$ cat src/rtl/viterbi_pkg.sv
`default_nettype none
// ============================================================================
// Module   : viterbi_pkg
// Purpose  : Definitions shared by the Viterbi back-end blocks: the width of a
//            survivor path word, the bit-index width, the serializer FSM state
//            encoding and the default buffer depth.
// Revision : 1.0 - initial release
// ============================================================================
package viterbi_pkg;

  localparam int PATH_W             = 8;
  localparam int IDX_W              = 3;
  localparam int DEFAULT_FIFO_DEPTH = 4;

  typedef enum logic [0:0] {
    IDLE  = 1'b0,
    SHIFT = 1'b1
  } ser_state_e;

endpackage
`default_nettype wire

$ cat src/rtl/path_word_fifo.sv
`default_nettype none
// ============================================================================
// Module   : path_word_fifo
// Purpose  : Small synchronous FIFO that buffers survivor path words between
//            the selector stage and the bit serializer.
// Ports    : clk, rst (async, active-high)
//            push/din   - write request and data
//            pop/dout   - read request; dout shows the head word (show-ahead)
//            full/empty - status flags
//            level      - number of occupied entries (0..DEPTH)
// Revision : 1.0 - initial release
// ============================================================================
module path_word_fifo
  import viterbi_pkg::*;
#(
  parameter int DEPTH = DEFAULT_FIFO_DEPTH,
  localparam int AW   = (DEPTH > 1) ? $clog2(DEPTH) : 1
) (
  input  logic              clk,
  input  logic              rst,
  input  logic              push,
  input  logic [PATH_W-1:0] din,
  input  logic              pop,
  output logic [PATH_W-1:0] dout,
  output logic              full,
  output logic              empty,
  output logic [AW:0]       level
);

  localparam logic [AW:0] FULL_LVL = (AW + 1)'(DEPTH);

  logic [PATH_W-1:0] mem_q [DEPTH];
  logic [AW-1:0]     wr_ptr_q, wr_ptr_d;
  logic [AW-1:0]     rd_ptr_q, rd_ptr_d;
  logic [AW:0]       level_q,  level_d;
  logic              wr_en;
  logic              rd_en;

  assign full  = (level_q == FULL_LVL);
  assign empty = (level_q == '0);
  assign level = level_q;
  assign dout  = mem_q[rd_ptr_q];

  // A push into a full FIFO is only taken when the head leaves on the same
  // edge; the write slot then coincides with the slot being read out.
  assign wr_en = push & (~full | pop);
  assign rd_en = pop & ~empty;

  always_comb begin
    wr_ptr_d = wr_ptr_q;
    rd_ptr_d = rd_ptr_q;
    level_d  = level_q;
    if (wr_en) wr_ptr_d = wr_ptr_q + AW'(1);
    if (rd_en) rd_ptr_d = rd_ptr_q + AW'(1);
    case ({wr_en, rd_en})
      2'b10:   level_d = level_q + (AW + 1)'(1);
      2'b01:   level_d = level_q - (AW + 1)'(1);
      default: level_d = level_q;
    endcase
  end

  always_ff @(posedge clk or posedge rst) begin
    if (rst) begin
      wr_ptr_q <= '0;
      rd_ptr_q <= '0;
      level_q  <= '0;
    end else begin
      wr_ptr_q <= wr_ptr_d;
      rd_ptr_q <= rd_ptr_d;
      level_q  <= level_d;
    end
  end

  // Storage needs no reset: an entry is only read after it has been written.
  always_ff @(posedge clk) begin
    if (wr_en) mem_q[wr_ptr_q] <= din;
  end

endmodule
`default_nettype wire

$ cat src/rtl/decoded_bit_serializer.sv
`default_nettype none
// ============================================================================
// Module   : decoded_bit_serializer
// Purpose  : Captures survivor path words announced by a toggling renew_in
//            strobe, buffers them and streams each word out MSB first over a
//            valid/ready bit interface.
// Ports    : clk, rst (async, active-high)
//            path_in[7:0], renew_in      - word input, one toggle per word
//            bit_out, bit_valid, bit_last - serial output (last = bit 0)
//            bit_ready                    - downstream accept
//            fifo_level                   - buffered words
//            overflow, drop_count[7:0]    - only with DEC_SER_OVERFLOW_EN
// Config   : define DEC_SER_OVERFLOW_EN to add sticky overflow flag and a
//            saturating dropped-word counter.
// Revision : 1.0 - initial release
// ============================================================================
module decoded_bit_serializer
  import viterbi_pkg::*;
#(
  parameter int FIFO_DEPTH = DEFAULT_FIFO_DEPTH,
  localparam int LVL_W     = $clog2(FIFO_DEPTH) + 1
) (
  input  logic              clk,
  input  logic              rst,
  input  logic [PATH_W-1:0] path_in,
  input  logic              renew_in,
  output logic              bit_out,
  output logic              bit_valid,
  input  logic              bit_ready,
  output logic              bit_last,
  output logic [LVL_W-1:0]  fifo_level
`ifdef DEC_SER_OVERFLOW_EN
  ,
  output logic              overflow,
  output logic [7:0]        drop_count
`endif
);

  ser_state_e        state_q, state_d;
  logic [IDX_W-1:0]  idx_q, idx_d;
  logic [PATH_W-1:0] shift_reg_q, shift_reg_d;
  logic              renew_q;

  logic              word_event;
  logic              fifo_pop;
  logic              fifo_full;
  logic              fifo_empty;
  logic [PATH_W-1:0] fifo_dout;

  // renew_in is already synchronous to clk; a toggle marks a new word.
  assign word_event = renew_in ^ renew_q;

  path_word_fifo #(
    .DEPTH (FIFO_DEPTH)
  ) u_fifo (
    .clk   (clk),
    .rst   (rst),
    .push  (word_event),
    .din   (path_in),
    .pop   (fifo_pop),
    .dout  (fifo_dout),
    .full  (fifo_full),
    .empty (fifo_empty),
    .level (fifo_level)
  );

  always_comb begin
    state_d     = state_q;
    idx_d       = idx_q;
    shift_reg_d = shift_reg_q;
    fifo_pop    = 1'b0;
    case (state_q)
      IDLE: begin
        if (!fifo_empty) begin
          fifo_pop    = 1'b1;
          shift_reg_d = fifo_dout;
          idx_d       = 3'd7;
          state_d     = SHIFT;
        end
      end
      SHIFT: begin
        // bit_valid is high throughout SHIFT, so bit_ready alone is the handshake.
        if (bit_ready) begin
          if (idx_q != 3'd0) begin
            idx_d = idx_q - 3'd1;
          end else if (!fifo_empty) begin
            // Reload on the last handshake so the stream has no bubble.
            fifo_pop    = 1'b1;
            shift_reg_d = fifo_dout;
            idx_d       = 3'd7;
          end else begin
            state_d = IDLE;
          end
        end
      end
      default: state_d = IDLE;
    endcase
  end

  always_ff @(posedge clk or posedge rst) begin
    if (rst) begin
      state_q     <= IDLE;
      idx_q       <= '0;
      shift_reg_q <= '0;
      renew_q     <= 1'b0;
    end else begin
      state_q     <= state_d;
      idx_q       <= idx_d;
      shift_reg_q <= shift_reg_d;
      renew_q     <= renew_in;
    end
  end

  // Outputs decode straight from registers, so they hold steady under
  // backpressure and clear as soon as rst asserts.
  assign bit_valid = (state_q == SHIFT);
  assign bit_out   = bit_valid & shift_reg_q[idx_q];
  assign bit_last  = bit_valid & (idx_q == 3'd0);

`ifdef DEC_SER_OVERFLOW_EN
  logic       word_drop;
  logic       overflow_q, overflow_d;
  logic [7:0] drop_count_q, drop_count_d;

  // Same condition under which the FIFO refuses the push.
  assign word_drop = word_event & fifo_full & ~fifo_pop;

  always_comb begin
    overflow_d   = overflow_q | word_drop;
    drop_count_d = drop_count_q;
    if (word_drop && (drop_count_q != 8'hFF)) drop_count_d = drop_count_q + 8'd1;
  end

  always_ff @(posedge clk or posedge rst) begin
    if (rst) begin
      overflow_q   <= 1'b0;
      drop_count_q <= '0;
    end else begin
      overflow_q   <= overflow_d;
      drop_count_q <= drop_count_d;
    end
  end

  assign overflow   = overflow_q;
  assign drop_count = drop_count_q;
`endif

endmodule
`default_nettype wire

$ cat config.mk
export PLATFORM = sky130hd
export DESIGN_NAME = decoded_bit_serializer
export DESIGN_NICKNAME = d
export VERILOG_FILES = /design/src/rtl/viterbi_pkg.sv /design/src/rtl/path_word_fifo.sv /design/src/rtl/decoded_bit_serializer.sv
export SDC_FILE = /design/constraint.sdc
export NUM_CORES = 1
export LEC_CHECK = 0
export CAP_MARGIN = 20
export CORE_ASPECT_RATIO = 1.5
export CORE_UTILIZATION = 60
export DETAILED_ROUTE_END_ITERATION = 10
export PLACE_DENSITY = 0.8
export SYNTH_ARGS = -nofsm -noshare
export SYNTH_HDL_FRONTEND = slang
export SYNTH_SLANG_ARGS = --single-unit
$ cat constraint.sdc
create_clock -name clk -period 7.21 [get_ports clk]
set_input_delay 0.721 -clock clk [delete_from_list [all_inputs] [get_ports clk]]
set_output_delay 0.721 -clock clk [all_outputs]
set_load 0.02 [all_outputs]
After elaboration in Yosys (flattened, before gate mapping)
Memories as Yosys holds them, arrays and structs flattened.
Index checks and enable logic that the tools add are counted.
- bitwise gates (word level): 9
- $lt $le $gt $ge: 1
- multiplexer cells: 20
- add/subtract/negate cells: 5
- equal/unequal tests: 5
- reductions and logical operators: 5
- operator list (cell ; count):
    $mux 8 ; 3
    $pmux 8 s2 ; 1
    $pmux 3 s2 ; 2
    $mux 3 ; 3
    $mux 1 ; 8
    $logic_not 3->1 ; 2
    $sub 3x1->3 const B ; 2
    $add 2x1->2 const B ; 2
    $and 1x1->1 ; 4
    $lt 3x4->1 const B ; 1
    $ne 2x2->1 const B ; 2
    $pmux 1 s2 ; 2
    $add 3x1->3 const B ; 1
    $bmux 1 s3 ; 1
    $eq 3x3->1 const B ; 1
    $not 1->1 ; 3
    $reduce_bool 3->1 ; 1
    $eq 2x1->1 const B ; 1
    $eq 2x2->1 const B ; 1
    $reduce_and 2->1 ; 1
    $reduce_bool 2->1 ; 1
    $or 1x1->1 ; 1
    $xor 1x1->1 ; 1
- word-level logic and storage cells: 53
- register bits after elaboration: 20
- input port bits: 12
- RAM bits: 32
- memories: 1
- memory list (name ; depth ; width ; read ports ; clocked after memory_dff ; wr ports ; line ; RTL):
    u_fifo.mem_q ; 4 ; 8 ; 1 ; 0 ; 1 ; path_word_fifo.sv:32 ; logic [PATH_W-1:0] mem_q [DEPTH];

Longest topological paths before layout
- depth in word-level cells: 9
- mapped depth: 12
- mapped depth without buffers: 11

Modules after synthesis
A second synthesis with hierarchy kept.
- cells, all modules: 134
- area total of the unflattened synthesis: 2234.6 um^2
- modules (own cells, without submodules) (module ; area each (um^2) ; cells an instance ; instances):
    path_word_fifo ; 1591.5 ; 81 ; 1
    decoded_bit_serializer ; 643.1 ; 53 ; 1

Worst setup path before layout
No wires, ideal clock.
- kind: flip-flop to flip-flop
- start point: reg idx_q[0]
- end point: reg u_fifo.level_q[2], in the netlist u_fifo.level[2]
- required time: 7130 ps
- buffers on the path: 1
- cell stages (with the launch flop): 12
- slack: 4905 ps
- arrival time: 2225 ps
- setup time: 80 ps
- path through: dfrtp_1 > buf_2 > inv_1 > ha_1 > nand3b_4 > a21oi_4 > ha_1 > inv_1 > fa_1 > xor2_1 > nor2_1 > xor2_1
- elaborated cells on any way between the ends: 11
- classes of those cells: eq/ne (2); mux (4); bitwise (3); reduce/logical (2)
- RTL lines (item ; line ; RTL):
    from (decl) ; decoded_bit_serializer.sv:40 ; logic [IDX_W-1:0] idx_q, idx_d;
    from (signal assigned) ; decoded_bit_serializer.sv:108 ; idx_q <= idx_d;
    $reduce_bool 3->1 * ; decoded_bit_serializer.sv:84 ; if (idx_q != 3'd0) begin
    $mux 1 * ; decoded_bit_serializer.sv:84 ;
    $mux 1 * ; decoded_bit_serializer.sv:83 ; if (bit_ready) begin
    $pmux 1 s2 * ; decoded_bit_serializer.sv:72 ; case (state_q)
    $and 1x1->1 * ; path_word_fifo.sv:47 ; assign rd_en = pop & ~empty;
    net u_fifo.rd_en ; path_word_fifo.sv:37 ; logic rd_en;
    $eq 2x1->1 or $eq 2x2->1 (tied branches) ; path_word_fifo.sv:55 ; case ({wr_en, rd_en})
    $pmux 3 s2 or $reduce_bool 2->1 (tied branches) ; n/a ;
    to (signal assigned) ; path_word_fifo.sv:70 ; level_q <= level_d;
    to (decl) ; path_word_fifo.sv:35 ; logic [AW:0] level_q, level_d;
Mark *: on every way through the listed nets, which the timed path passes. The rest lies on a longest branch.
A chain may end at the register's enable or synchronous reset.

Worst setup path in the final report
- start point: reg idx_q[0]
- end point: out bit_last
- word-level cells in the longest chain between the ends: 2
- RTL lines (item ; line ; RTL):
    $logic_not 3->1 ; decoded_bit_serializer.sv:118 ; assign bit_last = bit_valid & (idx_q == 3'd0);
    $and 1x1->1 ; decoded_bit_serializer.sv:118 ;
    to (decl) ; decoded_bit_serializer.sv:30 ; output logic bit_last,
Every way passes these cells.

==> flow_metrics.tcl <==
set metrics [dict create \
    start_util_pct 62.1 \
    tightest_slew_ns 0.754 \
    cp.depth 5 \
    power.total_uw 1010 \
    timing.hold.ws_ns 0.514 \
    power.clock.fraction_pct 18.8 \
    fmax_ghz 0.340 \
    areaGrowthSynthToFinish_pct 13.6 \
    status "completed" \
    grt_pass1_vias 1205 \
    setup_viol 0 \
    min_period_ns 2.94 \
    grtUsageTotal_pct 20.1 \
    crit_family "buffers and inverters" \
    cts_buffer_depth 2 \
    drc_errors 0 \
    syn-num-nets 156 \
    synth.avg_cell_area_sq_um 16.7 \
    clock_latency_ns 0.30 \
    rr_worst_depth 10 \
    swShare_pct 31.0 \
    clk_pin_slew_ns 0.09 \
    synthCells 136 \
    drt_iter0_drc 21 \
    crit_fanout 7 \
    wirelength_um 3450 \
    ir_drop_uv 258 \
    cts_buffers 5 \
    ctsHoldBuffers 0 \
    die_area_sq_mm 0.00403 \
    power.internal_uw 694 \
    io_pins 18 \
    via_count 1137 \
    power.share.sequential_pct 48.4 \
    die_w_um 52.2 \
    layout-drive-gt1-share_pct 19.7 \
    layout_common_cells "edfxtp_1 (32), dfrtp_1 (20), clkdlybuf4s50_1 (17)" \
    core_region_area_sq_mm 0.00365 \
    synth_cell_type_count 31 \
    final_common_cell "edfxtp_1" \
    cts.sinks 52 \
    gr-total-overflow 0 \
    synth_seq_area_share_pct 64.5 \
    detailed_place_hpwl_um 2570 \
    die_y_um 77.3 \
    critPathSlowestCell "clkdlybuf4s50_1" \
    r2r_end "u_fifo.level[2]" \
    cts_resized 0 \
    slew_violations 0 \
    setup_tns_ns 0 \
    arrival_ns 2.22 \
    vias_per_cell 5.69 \
    worst-path-buf-inv 2 \
    period_share_pct 40.8 \
    wl_per_cell_um 17.2 \
    power_frac_comb_pct 32.8 \
    start_kind "flop" \
    worstSetupPathType "reg2out" \
    finalClockSkew_ns 0.00481 \
    gp_congestion 0.709 \
    h-tree-depth 2 \
    cts_tree "done" \
    cap_violations 0 \
    worstReg2RegStart "idx_q[0]" \
    cp-startpoint "idx_q[0]" \
    synth_area_sq_mm 0.00227 \
    leakage_uw 0.00100 \
    postRouteAntennaNets 0 \
    ys_ff_latch 52 \
    io_buffer_count 17 \
    antenna_found_initial 0 \
    power_density_mw_per_mm2 391 \
    hold_viol 0 \
    antenna_cells 0 \
    relSlewSlack_pct 49.7 \
    synth_warnings 0 \
    critical_path.endpoint "bit_last" \
    min_path_type "reg2reg" \
    endpoint_kind "primary output" \
    num-fill-cells 248 \
    r2r_setup_slack_ns 4.68 \
    post-route-util_pct 70.6 \
    cp.required_ns 6.49 \
    rows 27 \
    netSwitchingPower_uw 312 \
    rsz0062_at_grt "false" \
    cts_root_buf "clkbuf_8" \
    grt_max_degree 21 \
    slowest_delay_ns 0.60 \
    dr.pass1.iters 4 \
    cts_setup_buffers 0 \
    final_nets 176 \
    grt_pass1_wl_um 5630 \
    path_cells "inv_1 -> ha_1 -> nor2b_1 -> and2_1 -> clkdlybuf4s50_1" \
]
worst min-delay path by stage:
stage          cells after the start  slack (ns)              to      startpoint
5_1_grt                            1        0.54  shift_reg_q[1]  shift_reg_q[1]
4_1_cts                            1        0.52  shift_reg_q[4]  shift_reg_q[4]
3_3_place_gp                       1        0.49  shift_reg_q[5]  shift_reg_q[5]
3_5_place_dp                       1        0.50  shift_reg_q[4]  shift_reg_q[4]
6_report                           1        0.51  shift_reg_q[4]  shift_reg_q[4]
2_1_floorplan                      1        0.47  shift_reg_q[3]  shift_reg_q[3]
final cells by class:
cell class	count	area (sq um)	share of cell area [%]
multi-input combinational	68	739	28.7
inverter	12	45.0	1.75
tap	43	53.8	2.09
clock buffer	5	68.8	2.67
clock inverter	3	37.5	1.46
sequential	52	1460	56.7
timing repair buffer	17	170	6.61
cell usage after synthesis:
cell type	n	area [sq um]
nor2b_1	1	6.26
a21oi_1	1	5.00
mux4_2	9	203
fa_1	1	20.0
nor3_2	1	10.0
mux2i_1	2	20.0
o22ai_1	1	6.26
a2bb2oi_1	2	17.5
a211oi_1	1	7.51
nor2_1	3	11.3
or2_2	1	6.26
ha_1	7	87.6
buf_1	1	3.75
buf_2	2	10.0
a41oi_4	1	27.5
dfrtp_1	20	500
nand2_1	5	18.8
edfxtp_1	32	961
nand3b_4	1	20.0
buf_4	1	7.51
xnor2_1	4	35.0
a31oi_1	1	6.26
a21oi_4	1	16.3
o311a_1	1	10.0
a31o_2	1	8.76
nand2b_1	1	6.26
inv_1	12	45.0
o21ai_0	4	20.0
and2_1	5	31.3
xor2_1	3	26.3
mux2_2	10	113
metal layers:
metal / global-route usage [%] / share of wire (%) / up-vias / wire (um)
li1: - / - / 534 / -
met1: 24.0 / 41 / 582 / 1420
met2: 35.0 / 55 / 15 / 1900
met3: 4.17 / 1.9 / 6 / 66
met4: 7.11 / 1.7 / 0 / 57
met5: 0 / 0 / - / 0
power groups by stage:
stage / Sequential [uW] / Combinational, uW / Clock (uW)
after detailed placement: 497 / 334 / 0
after global placement: 491 / 317 / 0
final: 487 / 331 / 189
after global routing: 502 / 362 / 204
after CTS: 490 / 335 / 194
after floorplan: 462 / 265 / 0
flip-flops by register name, indices dropped and copies added, names as in the netlist:
| name | cells |
|---|---|
| u_fifo.mem_q | 32 |
| shift_reg_q | 8 |
| idx_q | 3 |
| u_fifo.level | 3 |
| u_fifo.rd_ptr_q | 2 |
| bit_valid | 1 |
| u_fifo.wr_ptr_q | 2 |
| renew_q | 1 |
cell families (layout without fill, tap and decap cells):
kind of cell	count (synthesis)	after routing	share of synthesized area, %
multiplexers	21	21	14.8
XOR/XNOR	7	7	2.70
AND/OR/NAND/NOR	18	18	4.86
buffers and inverters	16	37	2.92
flip-flops	52	52	64.5
adder cells (fa/ha/maj)	8	8	4.75
AO/OA/AOI/OAI	14	14	5.52
stage by stage:
stage	setup slack (ns)	area (sq um)	std cells
3_3_place_gp	4.25	2470	192
6_report	4.27	2580	200
3_5_place_dp	4.17	2470	192
2_1_floorplan	4.90	2270	136
4_1_cts	4.25	2580	200
5_1_grt	4.15	2580	200
Note: power is estimated with default switching activity, not from simulation.
